<file path="config.mk">
export PLATFORM = sky130hd
export DESIGN_NAME = ws2812_frame_ctrl
export DESIGN_NICKNAME = d
export VERILOG_FILES = /design/src/rtl/ws2812_frame_ctrl.sv
export SDC_FILE = /design/constraint.sdc
export NUM_CORES = 2
export LEC_CHECK = 0
export ABC_AREA = 1
export ABC_CLOCK_PERIOD_IN_PS = 55500
export CAP_MARGIN = 5
export CORE_AREA = 5 5 601 603
export DETAILED_ROUTE_END_ITERATION = 8
export DIE_AREA = 0 0 606 608
export HOLD_SLACK_MARGIN = 0.03
export MAX_ROUTING_LAYER = met4
export PLACE_DENSITY_LB_ADDON = 0.25
export SLEW_MARGIN = 5
export SYNTH_ARGS = -nofsm -noshare
export SYNTH_HDL_FRONTEND = slang
export SYNTH_SLANG_ARGS = --single-unit
</file>
<file path="constraint.sdc">
create_clock -name sys_clk -period 55.5 [get_ports sys_clk]
set_clock_uncertainty 0.1 [all_clocks]
set_input_delay 11.1 -clock sys_clk [delete_from_list [all_inputs] [get_ports sys_clk]]
set_output_delay 11.1 -clock sys_clk [all_outputs]
set_load 0.1 [all_outputs]
</file>
<file path="src/rtl/ws2812_frame_ctrl.sv">
// WS2812 frame sequencer: latches one picture from the ROM and serialises it
// MSB first with NRZ pulse timing, then holds the line low for the latch gap.
module ws2812_frame_ctrl #(
  parameter int unsigned LED_NUM = 64,
  parameter int unsigned T0H_CYC = 20,
  parameter int unsigned T1H_CYC = 40,
  parameter int unsigned BIT_CYC = 63,
  parameter int unsigned RST_CYC = 15000
) (
  input  logic                   sys_clk,
  input  logic                   sys_rst,
  input  logic                   start,
  input  logic [1:0]             pic_sel,
  output logic [1:0]             pic_num,
  input  logic [24*LED_NUM-1:0]  pic_flattened,
  output logic                   dout,
  output logic [5:0]             cnt_led,
  output logic [4:0]             cnt_bit,
  output logic                   busy,
  output logic                   done
);

  localparam int unsigned FrameW = 24 * LED_NUM;
  // The counter also times the latch gap plus its trailing done cycle.
  localparam int unsigned CycMax = (RST_CYC + 1 > BIT_CYC) ? RST_CYC + 1 : BIT_CYC;
  localparam int unsigned CycW   = $clog2(CycMax + 1);

  localparam logic [CycW-1:0] BitLast = CycW'(BIT_CYC - 1);
  localparam logic [CycW-1:0] GapLast = CycW'(RST_CYC);
  localparam logic [CycW-1:0] GapDone = CycW'(RST_CYC + 1);
  localparam logic [CycW-1:0] T0h     = CycW'(T0H_CYC);
  localparam logic [CycW-1:0] T1h     = CycW'(T1H_CYC);
  localparam logic [5:0]      LedLast = 6'(LED_NUM - 1);

  typedef enum logic [1:0] {StIdle, StLoad, StSend, StRstGap} state_e;

  state_e              state_q, state_d;
  logic [CycW-1:0]     cyc_q, cyc_d;
  logic [5:0]          cnt_led_q, cnt_led_d;
  logic [4:0]          cnt_bit_q, cnt_bit_d;
  logic [FrameW-1:0]   buf_q, buf_d;
  logic [1:0]          pic_num_q, pic_num_d;
  logic                pend_q, pend_d;
  logic [1:0]          pend_sel_q, pend_sel_d;
  logic                dout_q, dout_d;
  logic                busy_q, busy_d;
  logic                done_q, done_d;

  logic [23:0]         cur_pix;
  logic [4:0]          bit_idx;
  logic                cur_bit;

  // The buffer shifts one pixel per pixel boundary, so the live pixel is always at the bottom.
  assign cur_pix = buf_q[23:0];
  assign bit_idx = 5'd23 - cnt_bit_q;
  assign cur_bit = cur_pix[bit_idx];

  always_comb begin
    state_d    = state_q;
    cyc_d      = cyc_q;
    cnt_led_d  = cnt_led_q;
    cnt_bit_d  = cnt_bit_q;
    buf_d      = buf_q;
    pic_num_d  = pic_num_q;
    pend_d     = pend_q;
    pend_sel_d = pend_sel_q;
    busy_d     = busy_q;
    done_d     = 1'b0;
    dout_d     = 1'b0;

    if (state_q != StIdle && start) begin
      pend_d     = 1'b1;
      pend_sel_d = pic_sel;
    end

    unique case (state_q)
      StIdle: begin
        if (start) begin
          pic_num_d = pic_sel;
          busy_d    = 1'b1;
          state_d   = StLoad;
        end
      end
      StLoad: begin
        buf_d     = pic_flattened;
        cnt_led_d = '0;
        cnt_bit_d = '0;
        cyc_d     = '0;
        state_d   = StSend;
      end
      StSend: begin
        dout_d = (cyc_q < (cur_bit ? T1h : T0h));
        if (cyc_q == BitLast) begin
          cyc_d = '0;
          if (cnt_bit_q == 5'd23) begin
            if (cnt_led_q == LedLast) begin
              dout_d  = 1'b0;
              state_d = StRstGap;
            end else begin
              cnt_bit_d = '0;
              cnt_led_d = cnt_led_q + 6'd1;
              buf_d     = buf_q >> 24;
            end
          end else begin
            cnt_bit_d = cnt_bit_q + 5'd1;
          end
        end else begin
          cyc_d = cyc_q + CycW'(1);
        end
      end
      StRstGap: begin
        if (cyc_q == GapDone) begin
          cyc_d = '0;
          // pend_d already folds in a start arriving on this very cycle.
          if (pend_d) begin
            pic_num_d = pend_sel_d;
            pend_d    = 1'b0;
            busy_d    = 1'b1;
            state_d   = StLoad;
          end else begin
            busy_d  = 1'b0;
            state_d = StIdle;
          end
        end else begin
          cyc_d = cyc_q + CycW'(1);
          if (cyc_q == GapLast) begin
            done_d = 1'b1;
            busy_d = pend_d;
          end
        end
      end
      default: state_d = StIdle;
    endcase
  end

  always_ff @(posedge sys_clk or posedge sys_rst) begin
    if (sys_rst) begin
      state_q    <= StIdle;
      cyc_q      <= '0;
      cnt_led_q  <= '0;
      cnt_bit_q  <= '0;
      buf_q      <= '0;
      pic_num_q  <= '0;
      pend_q     <= 1'b0;
      pend_sel_q <= '0;
      dout_q     <= 1'b0;
      busy_q     <= 1'b0;
      done_q     <= 1'b0;
    end else begin
      state_q    <= state_d;
      cyc_q      <= cyc_d;
      cnt_led_q  <= cnt_led_d;
      cnt_bit_q  <= cnt_bit_d;
      buf_q      <= buf_d;
      pic_num_q  <= pic_num_d;
      pend_q     <= pend_d;
      pend_sel_q <= pend_sel_d;
      dout_q     <= dout_d;
      busy_q     <= busy_d;
      done_q     <= done_d;
    end
  end

  assign pic_num = pic_num_q;
  assign dout    = dout_q;
  assign cnt_led = cnt_led_q;
  assign cnt_bit = cnt_bit_q;
  assign busy    = busy_q;
  assign done    = done_q;

endmodule

</file>
Word-level counts from Yosys, hierarchy flattened

Cells that the tools add are included.

Word-level logic and storage cells: 90
Bits in registers: 1571
Input bits: 1541

Order comparisons: 2
Equality and inequality tests: 17
Reduce and logical (&&, ||, !) cells: 11
Mux-type cells: 45
Add/subtract/negate cells: 4

Operators by type and width:

| cell                                                 | count |
|---|---|
| two-way mux 1536 bit                                 | 3 |
| case mux 1536 bit (2 select lines)                   | 1 |
| case mux 14 bit (3 select lines)                     | 1 |
| equality test 14 bit, second input constant          | 2 |
| two-way mux 14 bit                                   | 2 |
| two-way mux 6 bit                                    | 4 |
| two-way mux 2 bit                                    | 9 |
| two-way mux 1 bit                                    | 16 |
| two-way mux 5 bit                                    | 3 |
| adder 14 x 1 -> 14 bit, second input constant        | 1 |
| equality test 14 x 6 -> 1 bit, second input constant | 1 |
| < comparator 14 x 6 -> 1 bit                         | 1 |
| != test 2 bit, second input constant                 | 7 |
| case mux 6 bit (2 select lines)                      | 1 |
| case mux 5 bit (2 select lines)                      | 1 |
| case mux 2 bit (4 select lines)                      | 1 |
| AND reduction 4 bit                                  | 2 |
| adder 6 x 1 -> 6 bit, second input constant          | 1 |
| equality test 6 bit, second input constant           | 1 |
| < comparator 5 x 6 -> 1 bit, second input constant   | 1 |
| != test 3 bit, second input constant                 | 2 |
| AND reduction 3 bit                                  | 2 |
| nonzero test 2 bit                                   | 3 |
| adder 5 x 1 -> 5 bit, second input constant          | 1 |
| 11 further kinds                                     | 12 |

Longest topological paths before layout

Depth in word-level cells: 9
Depth in mapped cells: 13
Depth with buffers taken out: 12

Least setup slack after synthesis

No wires, ideal clock.

Kind: flip-flop to output port
From: reg cnt_bit_q[2], in the netlist cnt_bit[2]
To: out cnt_bit[2]
Buffers on the path: 0
Setup slack: 43344 ps
Stages on the path, launching flop included: 1
Arrival: 956 ps
Path through: dfrtp_1

RTL lines:

| element                | line | source |
|---|---|---|
| from (decl)            | 40   | `logic [4:0] cnt_bit_q, cnt_bit_d;` |
| from (signal assigned) | 153  | `cnt_bit_q <= cnt_bit_d;` |
| to (decl)              | 18   | `output logic [4:0] cnt_bit,` |

No word-level cell between the ends.

==> results.yml <==
timing:
  timing.setup.tns_ns: 0
  tightest_slew_ns: 1.16
  fin_crit_ns: 16.12
  hold_viol_final: 0
  setup_viol: 0
  max_slew_margin: 0.219
  finalCritPeriodShare: 0.291
  max_freq_mhz: 62.0
  rsz0062_at_grt: "no"
  finalMaxSlewViolations: 0
hold_path:
  hold_path_depth: 2
  min_path_type: "reg -> reg"
yosys:
  ys_warn_count: 0
  synth_top_cell_by_area: "dfrtp_1"
  ys_seq_elements: 1571
  netlist_area_sq_um: 77200
  yosysUniqueCellTypes: 34
  netlist.area_leader.share: 0.509
  synthCells: 10200
  yosysSeqAreaShare: 0.509
  synth_nets: 11800
  syn_avg_cell_area_sq_um: 7.56
  synth.top_cells.by_area: "dfrtp_1 (51%), o21ai_0 (17%), nand2_1 (16%), inv_1 (7.4%), o21ai_1 (2.3%)"
setup_path:
  arrival_ns: 16.88
  crit_type: "in -> async"
  worstSetupEndpointType: "asynchronous set/reset pin"
  cp_max_fo: 151
  cp_data_required_time_ns: 56.25
  reg2reg_depth: 14
  startpoint_type: "input port"
global_route:
  grt_start_max_net_pins: 248
  grt_pass1_vias: 66400
  grt_pass1_wl_mm: 473
  grtUsageTotal: 0.180
  grt-ovfl-total: 0
  antenna_found_initial: 158
drt:
  first_iter_violations: 6158
  vias_per_cell: 4.21
  drt_first_pass_iters: 6
  wl_per_cell_microns: 20.5
  ant_nets: 0
  vias: 69000
  drt-total-wl_mm: 336
  drc_errors: 0
power:
  p_leak_nw: 43.2
  p_clk_frac: 0.508
  power.total_w: 0.00262
  powerDensity_nw_per_um2: 25.6
  switchingPower_w: 0.000593
  combPwrFrac: 0.055
  internal_power_w: 0.00203
  swShare: 0.226
  vdd_drop_max_uv: 23.4
  power_frac_seq: 0.437
clock_tree:
  cts_resized: 0
  clkSlewWorstSetupHoldPaths_ns: 0.06
  cts_buffers: 196
  cts_max_level: 4
  hold_buffers: 0
  cts_buffer_depth: 4
  cts.sinks: 1571
  cts_setup_buffers: 0
  cts_tree: "done"
  worstSkewPairLatency_ns: 0.90
  root_buffer: "clkbuf_16"
floorplanning:
  dieArea_sq_um: 368000
  dieWidth_microns: 606
  die_h_microns: 608
  row_count: 219
  initial_utilization: 0.218
  core_area_sq_um: 355000
  io_pins: 1557
placement:
  place.gp.congestion: 0.876
  io_buffer_count: 1556
  dp_cells: 15900
  hpwl_mm: 257
final_layout:
  final_cell_mix: "nand2_1 (3327), o21ai_0 (2608), dfrtp_1 (1571)"
  layout-drive-gt1-share: 0.0350
  synthToLayoutAreaGrowth_pct: 32.7
  fin_cells: 16400
  final_common_cell: "nand2_1"
  layout.nets: 12900
run_status:
  status: "finished clean"
job:
  max_cap_violations: 0
stage by stage:
step,cell area [sq um],worst slack (ns),util,hold slack (ns)
2_1_floorplan,77200,22.53,-,0.342
3_3_place_gp,95500,38.16,0.269,0.357
3_5_place_dp,95500,38.18,0.269,0.358
4_1_cts,102000,39.13,0.288,0.373
5_1_grt,102000,38.48,0.288,0.384
6_report,102000,39.38,0.289,0.369
state kept, by name, summed over array words and instances (netlist names):
name        cells
dout            1
busy            1
cyc_q          14
pend_sel_q      2
state_q         2
buf_q        1536
pend_q          1
pic_num         2
cnt_led         6
done            1
cnt_bit         5
logic make-up after synthesis:
family / after synthesis / share of synthesized area
flops: 1571 / 0.509
compound gates: 2989 / 0.194
xor+xnor: 9 / 0.00102
fa+ha+maj: 15 / 0.00243
buf+inv: 2207 / 0.125
simple gates: 3417 / 0.168
cell usage after synthesis:
master	number
ha_1	15
a31oi_1	2
nor2_2	2
nand3_4	1
a21oi_1	15
xnor2_1	1
o22ai_1	3
nor4_1	1
inv_2	2
buf_2	205
and3_1	1
or2_2	2
dfrtp_1	1571
nor2_8	1
buf_1	29
nand2_2	1
o21ai_0	2611
nand3_1	42
o21ai_1	350
buf_4	35
buf_6	133
clkbuf_1	279
nand2_1	3327
a41oi_1	1
nand3b_1	2
nor2_1	31
o211ai_1	4
xor2_1	8
a22oi_1	1
inv_1	1523
nand4_1	3
o21a_1	2
nor3_1	3
clkinv_1	1
area by class of cell:
cell class / instances / area (sq um)
Inverter: 1526 / 5740
Multi-Input combinational cell: 6430 / 28200
Fill cell: 38800 / 252000
Tap cell: 4751 / 5940
Sequential cell: 1571 / 39300
Timing Repair Buffer: 1641 / 16300
Antenna cell: 114 / 285
Clock inverter: 58 / 748
Clock buffer: 290 / 5830
power groups by stage:
stage                     registers, W  logic [W]  clock network, W
final                          0.00115   0.000144           0.00133
after floorplan                0.00117  0.0000169                 0
after global routing           0.00115   0.000154           0.00142
after global placement         0.00117   0.000147                 0
after detailed placement       0.00117   0.000146                 0
after CTS                      0.00115   0.000147           0.00137
worst max-delay path: stages:
cell and delay, ns:
clkdlybuf4s50_1 0.44, clkinvlp_4 0.69, buf_12 0.65, buf_12 0.56, buf_4 0.64, buf_4 0.79, buf_4 0.83, buf_12 0.66
path summary, 6_finish.rpt:
check	start	slack, ns	end
worst min-delay path	buf_q[674]$_DFFE_PP0P_	0.37	buf_q[674]$_DFFE_PP0P_
max in group sys_clk	cnt_bit[0]$_DFFE_PP0P_	41.30	cnt_bit[0]
min in group asynchronous	sys_rst	10.72	buf_q[122]$_DFFE_PP0P_
worst max-delay path	sys_rst	39.38	buf_q[1008]$_DFFE_PP0P_
worst max register to register	state_q[0]$_DFFE_PP0P_	47.73	buf_q[871]$_DFFE_PP0P_
worst min register to register	buf_q[674]$_DFFE_PP0P_	0.37	buf_q[674]$_DFFE_PP0P_
per-layer routing:
metal | vias to the layer above | wire length [microns] | global-route usage
li1 | 34200 | - | -
met1 | 32600 | 140000 | 0.216
met2 | 1763 | 168000 | 0.305
met3 | 445 | 19500 | 0.0352
met4 | 0 | 9220 | 0.0520
met5 | - | 0 | -
No activity file was read; power rests on OpenSTA's default activity.
